File: config.mk
export PLATFORM = sky130hd
export DESIGN_NAME = plab2_proc_imul_arbiter
export DESIGN_NICKNAME = d
export VERILOG_FILES = /design/src/rtl/plab2_proc_imul_arbiter.sv
export SDC_FILE = /design/constraint.sdc
export NUM_CORES = 1
export LEC_CHECK = 0
export CAP_MARGIN = 5
export CORE_AREA = 2 2 164 166
export DETAILED_ROUTE_END_ITERATION = 8
export DIE_AREA = 0 0 166 168
export PLACE_DENSITY = 0.47
export REMOVE_ABC_BUFFERS = 1
export SYNTH_ARGS = -nofsm -noshare
export SYNTH_HDL_FRONTEND = slang
export SYNTH_SLANG_ARGS = --single-unit
File: constraint.sdc
create_clock -name clk -period 12.95 [get_ports clk]
set_clock_uncertainty 0.2 [all_clocks]
set_input_delay 3.885 -clock clk [delete_from_list [all_inputs] [get_ports clk]]
set_output_delay 3.885 -clock clk [all_outputs]
set_load 0.01 [all_outputs]
File: src/rtl/plab2_proc_imul_arbiter.sv
// Round-robin arbiter sharing one variable-latency integer multiplier among
// p_nreqs requesters. One operation in flight at a time; the response is
// routed back to the requester that issued it.
module plab2_proc_imul_arbiter #(
  parameter int unsigned p_nreqs      = 4,
  parameter int unsigned p_msg_nbits  = 67,
  parameter int unsigned p_resp_nbits = 32,
  localparam int unsigned c_ptr_nbits = (p_nreqs > 1) ? $clog2(p_nreqs) : 1
) (
  input  logic                             clk,
  input  logic                             reset,

  input  logic [p_nreqs-1:0]               req_val,
  output logic [p_nreqs-1:0]               req_rdy,
  input  logic [p_nreqs*p_msg_nbits-1:0]   req_msg,

  output logic [p_nreqs-1:0]               resp_val,
  input  logic [p_nreqs-1:0]               resp_rdy,
  output logic [p_resp_nbits-1:0]          resp_msg,

  output logic                             mul_in_val,
  input  logic                             mul_in_rdy,
  output logic [p_msg_nbits-1:0]           mul_in_msg,

  input  logic                             mul_out_val,
  output logic                             mul_out_rdy,
  input  logic [p_resp_nbits-1:0]          mul_out_msg,

  output logic                             busy,
  output logic [c_ptr_nbits-1:0]           owner
);

  typedef enum logic {
    IDLE = 1'b0,
    BUSY = 1'b1
  } state_t;

  localparam logic [c_ptr_nbits:0] c_nreqs_ext = (c_ptr_nbits+1)'(p_nreqs);

  state_t                  r_state;
  state_t                  w_state_next;
  logic [c_ptr_nbits-1:0]  r_prio_ptr;
  logic [c_ptr_nbits-1:0]  r_owner;

  logic                    w_any_val;
  logic [c_ptr_nbits-1:0]  w_grant;
  logic [c_ptr_nbits-1:0]  w_grant_inc;
  logic [p_msg_nbits-1:0]  w_sel_msg;
  logic                    w_issue_fire;

  assign w_any_val = |req_val;

  // Round-robin search starting at the priority pointer, wrapping mod p_nreqs
  always_comb begin
    logic                   v_found;
    logic [c_ptr_nbits:0]   v_sum;
    logic [c_ptr_nbits:0]   v_inc;
    v_found = 1'b0;
    v_sum   = '0;
    w_grant = '0;
    for (int unsigned k = 0; k < p_nreqs; k++) begin
      v_sum = {1'b0, r_prio_ptr} + k[c_ptr_nbits:0];
      if (v_sum >= c_nreqs_ext) begin
        v_sum = v_sum - c_nreqs_ext;
      end
      if (!v_found && req_val[v_sum[c_ptr_nbits-1:0]]) begin
        v_found = 1'b1;
        w_grant = v_sum[c_ptr_nbits-1:0];
      end
    end
    v_inc = {1'b0, w_grant} + 1'b1;
    if (v_inc >= c_nreqs_ext) begin
      v_inc = '0;
    end
    w_grant_inc = v_inc[c_ptr_nbits-1:0];
  end

  // Select the granted requester's message slice
  always_comb begin
    w_sel_msg = '0;
    for (int unsigned i = 0; i < p_nreqs; i++) begin
      if (w_grant == i[c_ptr_nbits-1:0]) begin
        w_sel_msg = req_msg[i*p_msg_nbits +: p_msg_nbits];
      end
    end
  end

  // Next-state and handshake outputs; everything is held quiet while in reset
  always_comb begin
    w_state_next = r_state;
    w_issue_fire = 1'b0;
    req_rdy      = '0;
    resp_val     = '0;
    mul_in_val   = 1'b0;
    mul_in_msg   = '0;
    mul_out_rdy  = 1'b0;
    busy         = 1'b0;
    if (!reset) begin
      unique case (r_state)
        IDLE: begin
          mul_in_val = w_any_val;
          if (w_any_val) begin
            mul_in_msg = w_sel_msg;
          end
          for (int unsigned i = 0; i < p_nreqs; i++) begin
            if (w_any_val && (w_grant == i[c_ptr_nbits-1:0])) begin
              req_rdy[i] = mul_in_rdy;
            end
          end
          if (w_any_val && mul_in_rdy) begin
            w_issue_fire = 1'b1;
            w_state_next = BUSY;
          end
        end
        BUSY: begin
          busy = 1'b1;
          for (int unsigned i = 0; i < p_nreqs; i++) begin
            if (r_owner == i[c_ptr_nbits-1:0]) begin
              resp_val[i] = mul_out_val;
              mul_out_rdy = resp_rdy[i];
            end
          end
          if (mul_out_val && mul_out_rdy) begin
            w_state_next = IDLE;
          end
        end
        default: w_state_next = IDLE;
      endcase
    end
  end

  assign resp_msg = mul_out_msg;
  assign owner    = reset ? '0 : r_owner;

  // State, priority pointer and owner registers
  always_ff @(posedge clk) begin
    if (reset) begin
      r_state    <= IDLE;
      r_prio_ptr <= '0;
      r_owner    <= '0;
    end else begin
      r_state <= w_state_next;
      if (w_issue_fire) begin
        r_owner    <= w_grant;
        r_prio_ptr <= w_grant_inc;
      end
    end
  end

endmodule

==> out/metrics.cfg, run 1 <==
[status]
status = complete, no violations

[timing]
hold_viol = 0
maxSlewViolCount = 0
max_freq_ghz = 0.0864
slew_headroom_pct = 53.9
timing.final.ws_setup_ns = 1.38
setup_violations = 0
finalCriticalPeriod_ns = 11.57
worst_pin_slew_ns = 0.692
timing.final.crit_share_pct = 89.4
setup_total_negative_slack_ns = 0
rsz0062_at_grt = false

[yosys]
synthCells = 478
synth.avg_cell_area_um2 = 6.34
synth_seq_area_share_pct = 3.30
synth_top_area_share_pct = 19.4
async_flop_share_pct = 0
synth-edff-count = 0
synthTopCellsByArea = a211o_1 19%, a221oi_1 19%, a21oi_1 9.4%
ys_types = 33
yosysTopAreaCell = a211o_1
ys.flop_type = dfxtp_1
synth_area_mm2 = 0.00303
synth_seq_cells = 5
yosysWarnings = 0

[detailed_routing]
vias = 4698
drc = 0
ant_nets = 0
avgRoutedWirePerCell_um = 17.7
drt_iter0_markers = 308
wl_mm = 19.6
vias_per_cell = 4.25
dr.pass1.iters = 4

[die]
core_region_area_mm2 = 0.0264
dieArea_mm2 = 0.0279
die_y_um = 168
die_w_um = 166
initial_core_util_pct = 11.5
boundaryPins = 424
rows = 60

[worst_setup_path]
worstSetupEndpointType = primary output
cp_common_cell = clkdlybuf4s50_1
path_cells = clkdlybuf4s50_1 -> nor2b_1 -> a21boi_0 -> o32a_1 -> inv_1 -> ha_2 -> nor2b_4 -> buf_12 -> a221oi_1 -> a211o_1 -> a21oi_1 -> clkdlybuf4s50_1
rrSetupSlack_ns = 10.93
required_ns = 8.86
worstPathArrival_ns = 7.49
critical-path-top-delay-family = buffers and inverters
critPathSlowestCell = clkdlybuf4s50_1
cp_max_fo = 55
slowest_delay_ns = 0.58
crit_path_start_kind = primary input
critPathBufInv = 4
worstSetupPathType = primary input to primary output

[grt]
grt_usage_pct = 13.1
antenna_found_initial = 0
overflow = 0
grt_pass1_vias = 4775
grt_first_pass_wirelength_mm = 29.0
grt_max_degree = 56

[placed_design]
hpwlAfterDp_mm = 15.2
io_buffers = 359
gp_congestion = 0.824
pre_cts_slack_ns = 1.30
dpl-instance-area_mm2 = 0.00670

[clock_tree]
clk_latency_ns = 0.23
cts_tree = built
cts_inserted_buffers = 3
clk_path_buf_depth = 2
cts_setup_buffers = 0
post_cts_resize_count = 0
numClockSinks = 5
clk_pin_slew_ns = 0.03
ctsHoldBuffers = 0
htree_levels = 1
cts_root_buf = clkbuf_16

[job]
drv_cap = 0

[min_path]
hp-class = flop to flop

[finish]
layout_commonest_cell = clkdlybuf4s50_1
area_growth_pct = 123
fin_area_mm2 = 0.00678
final_cell_mix = 359 x clkdlybuf4s50_1, 71 x nand2_1, 70 x inv_1
antenna_cells = 0
drive_gt1_share_pct = 4.32
nNetsFinal = 1081

[power]
powerDensity_mw_per_mm2 = 69.2
leakage_nw = 2.57
ir_drop_uv = 41.2

## tightest hold or removal path: cells and delay by family, from the launching register on
family,cells,cell delay (ns)
DFF,1,0.32
and+or+nand+nor,1,0.10
AOI/OAI and AO/OA,1,0.05
## logic make-up after synthesis
kind of cell / Yosys count / share of synthesized area, %
flip-flops: 5 / 3.30
multiplexers: 4 / 1.65
adder cells (fa/ha/maj): 4 / 1.65
AND/OR/NAND/NOR: 100 / 15.0
buffers and inverters: 157 / 25.8
AO/OA/AOI/OAI: 208 / 52.6
## sequential cells by signal (all words and copies together) (netlist names)
register    count
r_state         1
r_owner         2
r_prio_ptr      2
## power by group
group / leakage [nW] / switching [mW] / internal, mW
Sequential: 0.0411 / 0.00212 / 0.0172
Clock: 0.0382 / 0.0102 / 0.0408
Combinational: 2.49 / 0.173 / 0.225
## per-stage QoR
| stage | std cells | hold slack [ns] | power (mW) | utilization [%] |
|---|---|---|---|---|
| after global routing | 1105 | 0.376 | 0.509 | 25.7 |
| final | 1105 | 0.329 | 0.469 | 25.7 |
| after detailed placement | 1101 | 0.323 | 0.424 | 25.4 |
| after floorplan | 392 | 0.280 | 0.213 | - |
| after global placement | 1101 | 0.322 | 0.424 | 25.4 |
| after CTS | 1105 | 0.327 | 0.478 | 25.7 |
## final timing paths
check,endpoint,depth (start not counted),startpoint
setup / recovery,mul_in_msg[60],12,req_val[2]
hold / removal,r_prio_ptr[0],2,r_prio_ptr[0]
setup reg to reg,r_owner[1],4,r_state
hold reg to reg,r_prio_ptr[0],2,r_prio_ptr[0]
## cell type report
type                            count  area (µm²)
Fill cell                        2905       19600
Timing Repair Buffer              368        3720
Tap cell                          341         427
Sequential cell                     5         100
Inverter                           71         267
Multi-Input combinational cell    316        2180
Clock buffer                        4        78.8
## per-layer routing
| metal | up-vias | global-route usage, % | wire, µm |
|---|---|---|---|
| met4 | 0 | 1.25 | 125 |
| met2 | 285 | 22.0 | 8970 |
| met5 | - | 0.348 | 0 |
| li1 | 2279 | - | - |
| met1 | 2122 | 16.3 | 8380 |
| met3 | 12 | 5.17 | 2080 |
## Yosys cell counts (3+ instances only)
master and n:
ha_1 4, clkbuf_1 31, a221oi_1 67, a211o_1 67
nor3_1 3, dfxtp_1 5, nor2b_1 6, buf_4 34
o21ai_0 3, inv_1 70, buf_6 6, buf_2 15
and2_1 4, a21oi_1 57, nand2_1 71, a21oi_2 10
nor2_1 5
(Power assumes the default switching activity.)
==> run 2, diff against run 1 <==
Settings changed: PLACE_DENSITY 0.47 to 0.56.
==> run 2 against run 1 <==
Non-clock buffer count up 4. Worst hold slack worse by 0.0061 ns. Flip-flop and latch count is the same. Combinational power about the same. Largest cell class unchanged. Sequential share of layout area about the same. Total power about the same. Highest routed layer unchanged. Design area barely moved. Critical path depth is the same. Final cell count is 0.36% higher. Global-route usage decreased by 0.98 points. First-iteration DRC count down 48%.
==> out/metrics.cfg, run 2 (synthesized netlist as in run 1, its figures left out) <==
[status]
status = complete, no violations  ; unchanged

[timing]
slew_headroom_pct = 44.8  ; was 53.9%
hold_viol = 0  ; unchanged
timing.final.ws_setup_ns = 1.21  ; was 1.38 ns
worst_pin_slew_ns = 0.828  ; was 0.692 ns
rsz0062_at_grt = false  ; unchanged
max_freq_ghz = 0.0852  ; was 0.0864 GHz
setup_total_negative_slack_ns = 0  ; unchanged
setup_violations = 0  ; unchanged
finalCriticalPeriod_ns = 11.74  ; was 11.57 ns
timing.final.crit_share_pct = 90.6  ; was 89.4%
maxSlewViolCount = 0  ; unchanged

[min_path]
hp-class = flop to flop  ; unchanged

[finish]
final_cell_mix = 359 x clkdlybuf4s50_1, 71 x nand2_1, 70 x inv_1  ; unchanged
area_growth_pct = 124  ; was 123%
layout_commonest_cell = clkdlybuf4s50_1  ; unchanged
drive_gt1_share_pct = 4.82  ; was 4.32%
antenna_cells = 0  ; unchanged
nNetsFinal = 1085  ; was 1,081
reg_top3 = r_owner x2, r_prio_ptr x2, r_state x1  ; unchanged

[placed_design]
gp_congestion = 0.830  ; was 0.824
pre_cts_slack_ns = 1.12  ; was 1.30 ns
hpwlAfterDp_mm = 14.8  ; was 15.2 mm
io_buffers = 359  ; unchanged

[die]
rows = 60  ; unchanged
die_w_um = 166  ; unchanged
boundaryPins = 424  ; unchanged
dieArea_mm2 = 0.0279  ; unchanged
initial_core_util_pct = 11.5  ; unchanged
die_y_um = 168  ; unchanged
core_region_area_mm2 = 0.0264  ; unchanged

[clock_tree]
numClockSinks = 5  ; unchanged
cts_inserted_buffers = 3  ; unchanged
post_cts_resize_count = 0  ; unchanged
clk_latency_ns = 0.23  ; about the same
cts_tree = built  ; unchanged
clk_pin_slew_ns = 0.03  ; about the same
clk_path_buf_depth = 2  ; unchanged
cts_root_buf = clkbuf_16  ; unchanged
htree_levels = 1  ; unchanged
cts_setup_buffers = 0  ; unchanged
ctsHoldBuffers = 0  ; unchanged

[worst_setup_path]
worstPathArrival_ns = 7.65  ; was 7.49 ns
worstSetupPathType = primary input to primary output  ; unchanged
cp_max_fo = 42  ; was 55
path_cells = clkdlybuf4s50_1 -> nor2b_1 -> a21boi_0 -> o32a_1 -> inv_1 -> ha_2 -> nor2b_4 -> buf_4 -> a221oi_1 -> a211o_1 -> a21oi_1 -> clkdlybuf4s50_1  ; was clkdlybuf4s50_1 -> nor2b_1 -> a21boi_0 -> o32a_1 -> inv_1 -> ha_2 -> nor2b_4 -> buf_12 -> a221oi_1 -> a211o_1 -> a21oi_1 -> clkdlybuf4s50_1
cp_common_cell = clkdlybuf4s50_1  ; unchanged
slowest_delay_ns = 0.60  ; was 0.58 ns
worstSetupEndpointType = primary output  ; unchanged
crit_path_start_kind = primary input  ; unchanged
critPathSlowestCell = clkdlybuf4s50_1  ; unchanged
critPathBufInv = 4  ; unchanged
required_ns = 8.86  ; about the same
critical-path-top-delay-family = buffers and inverters  ; unchanged

[power]
leakage_nw = 2.58  ; was 2.57 nW
ir_drop_uv = 39.5  ; was 41.2 µV
total_power_uw = 469  ; about the same
powerDensity_mw_per_mm2 = 69.2  ; about the same

[detailed_routing]
wl_mm = 18.6  ; was 19.6 mm
avgRoutedWirePerCell_um = 16.8  ; was 17.7 µm
ant_nets = 0  ; unchanged
drt_iter0_markers = 159  ; was 308
vias = 4769  ; was 4,698
dr.pass1.iters = 4  ; unchanged
vias_per_cell = 4.30  ; was 4.25
drc = 0  ; unchanged

[grt]
grt_max_degree = 61  ; was 56
grt_usage_pct = 12.1  ; was 13.1%
overflow = 0  ; unchanged
antenna_found_initial = 0  ; unchanged
grt_pass1_vias = 4847  ; was 4,775
grt_first_pass_wirelength_mm = 27.1  ; was 29.0 mm

[job]
drv_cap = 0  ; unchanged

[run 2: power by group]
group / switching, mW / internal [mW]
combinational: 0.174 / 0.226
sequential: 0.00225 / 0.0172
clock: 0.00976 / 0.0408
total: 0.186 / 0.284
[run 2: layer usage]
layer | up-vias | part of all wire (%) | GRT usage [%] | wire [µm]
li1 | 2289 | - | - | -
met5 | - | 0 | 0 | 0
met3 | 24 | 9.8 | 4.65 | 1830
met2 | 281 | 46 | 20.4 | 8660
met4 | 0 | 1.9 | 2.61 | 360
met1 | 2175 | 42 | 14.6 | 7780
[run 2: final timing paths]
check | endpoint | slack (ns) | depth (start not counted) | from
max | mul_in_msg[24] | 1.21 | 12 | req_val[2]
min | r_prio_ptr[0] | 0.32 | 2 | r_prio_ptr[0]
max reg2reg | r_owner[0] | 11.00 | 5 | r_state
min reg2reg | r_prio_ptr[0] | 0.32 | 2 | r_prio_ptr[0]
[run 2: worst register-to-register path, stage by stage (launching register included)]
cell	delay (ns)
dfxtp_1	0.32
or3_2	0.50
buf_4	0.29
inv_2	0.13
nand2_2	0.09
mux2_4	0.30
[run 2: final cells by class]
type | count | area (µm²)
clock buffers | 4 | 78.8
fillers | 2903 | 19600
inverters | 71 | 267
multi-input cells | 316 | 2180
flip-flops and latches | 5 | 100
well taps | 341 | 427
repair buffers | 372 | 3730
[run 2: through the flow]
step | cells | cell area (µm²) | utilization (%) | hold WS, ns
after CTS | 1109 | 6780 | 25.7 | 0.329
after global placement | 1105 | 6700 | 25.4 | 0.308
after floorplan | 392 | 2520 | - | 0.280
after global routing | 1109 | 6780 | 25.7 | 0.366
after detailed placement | 1105 | 6700 | 25.4 | 0.325
final | 1109 | 6780 | 25.7 | 0.323
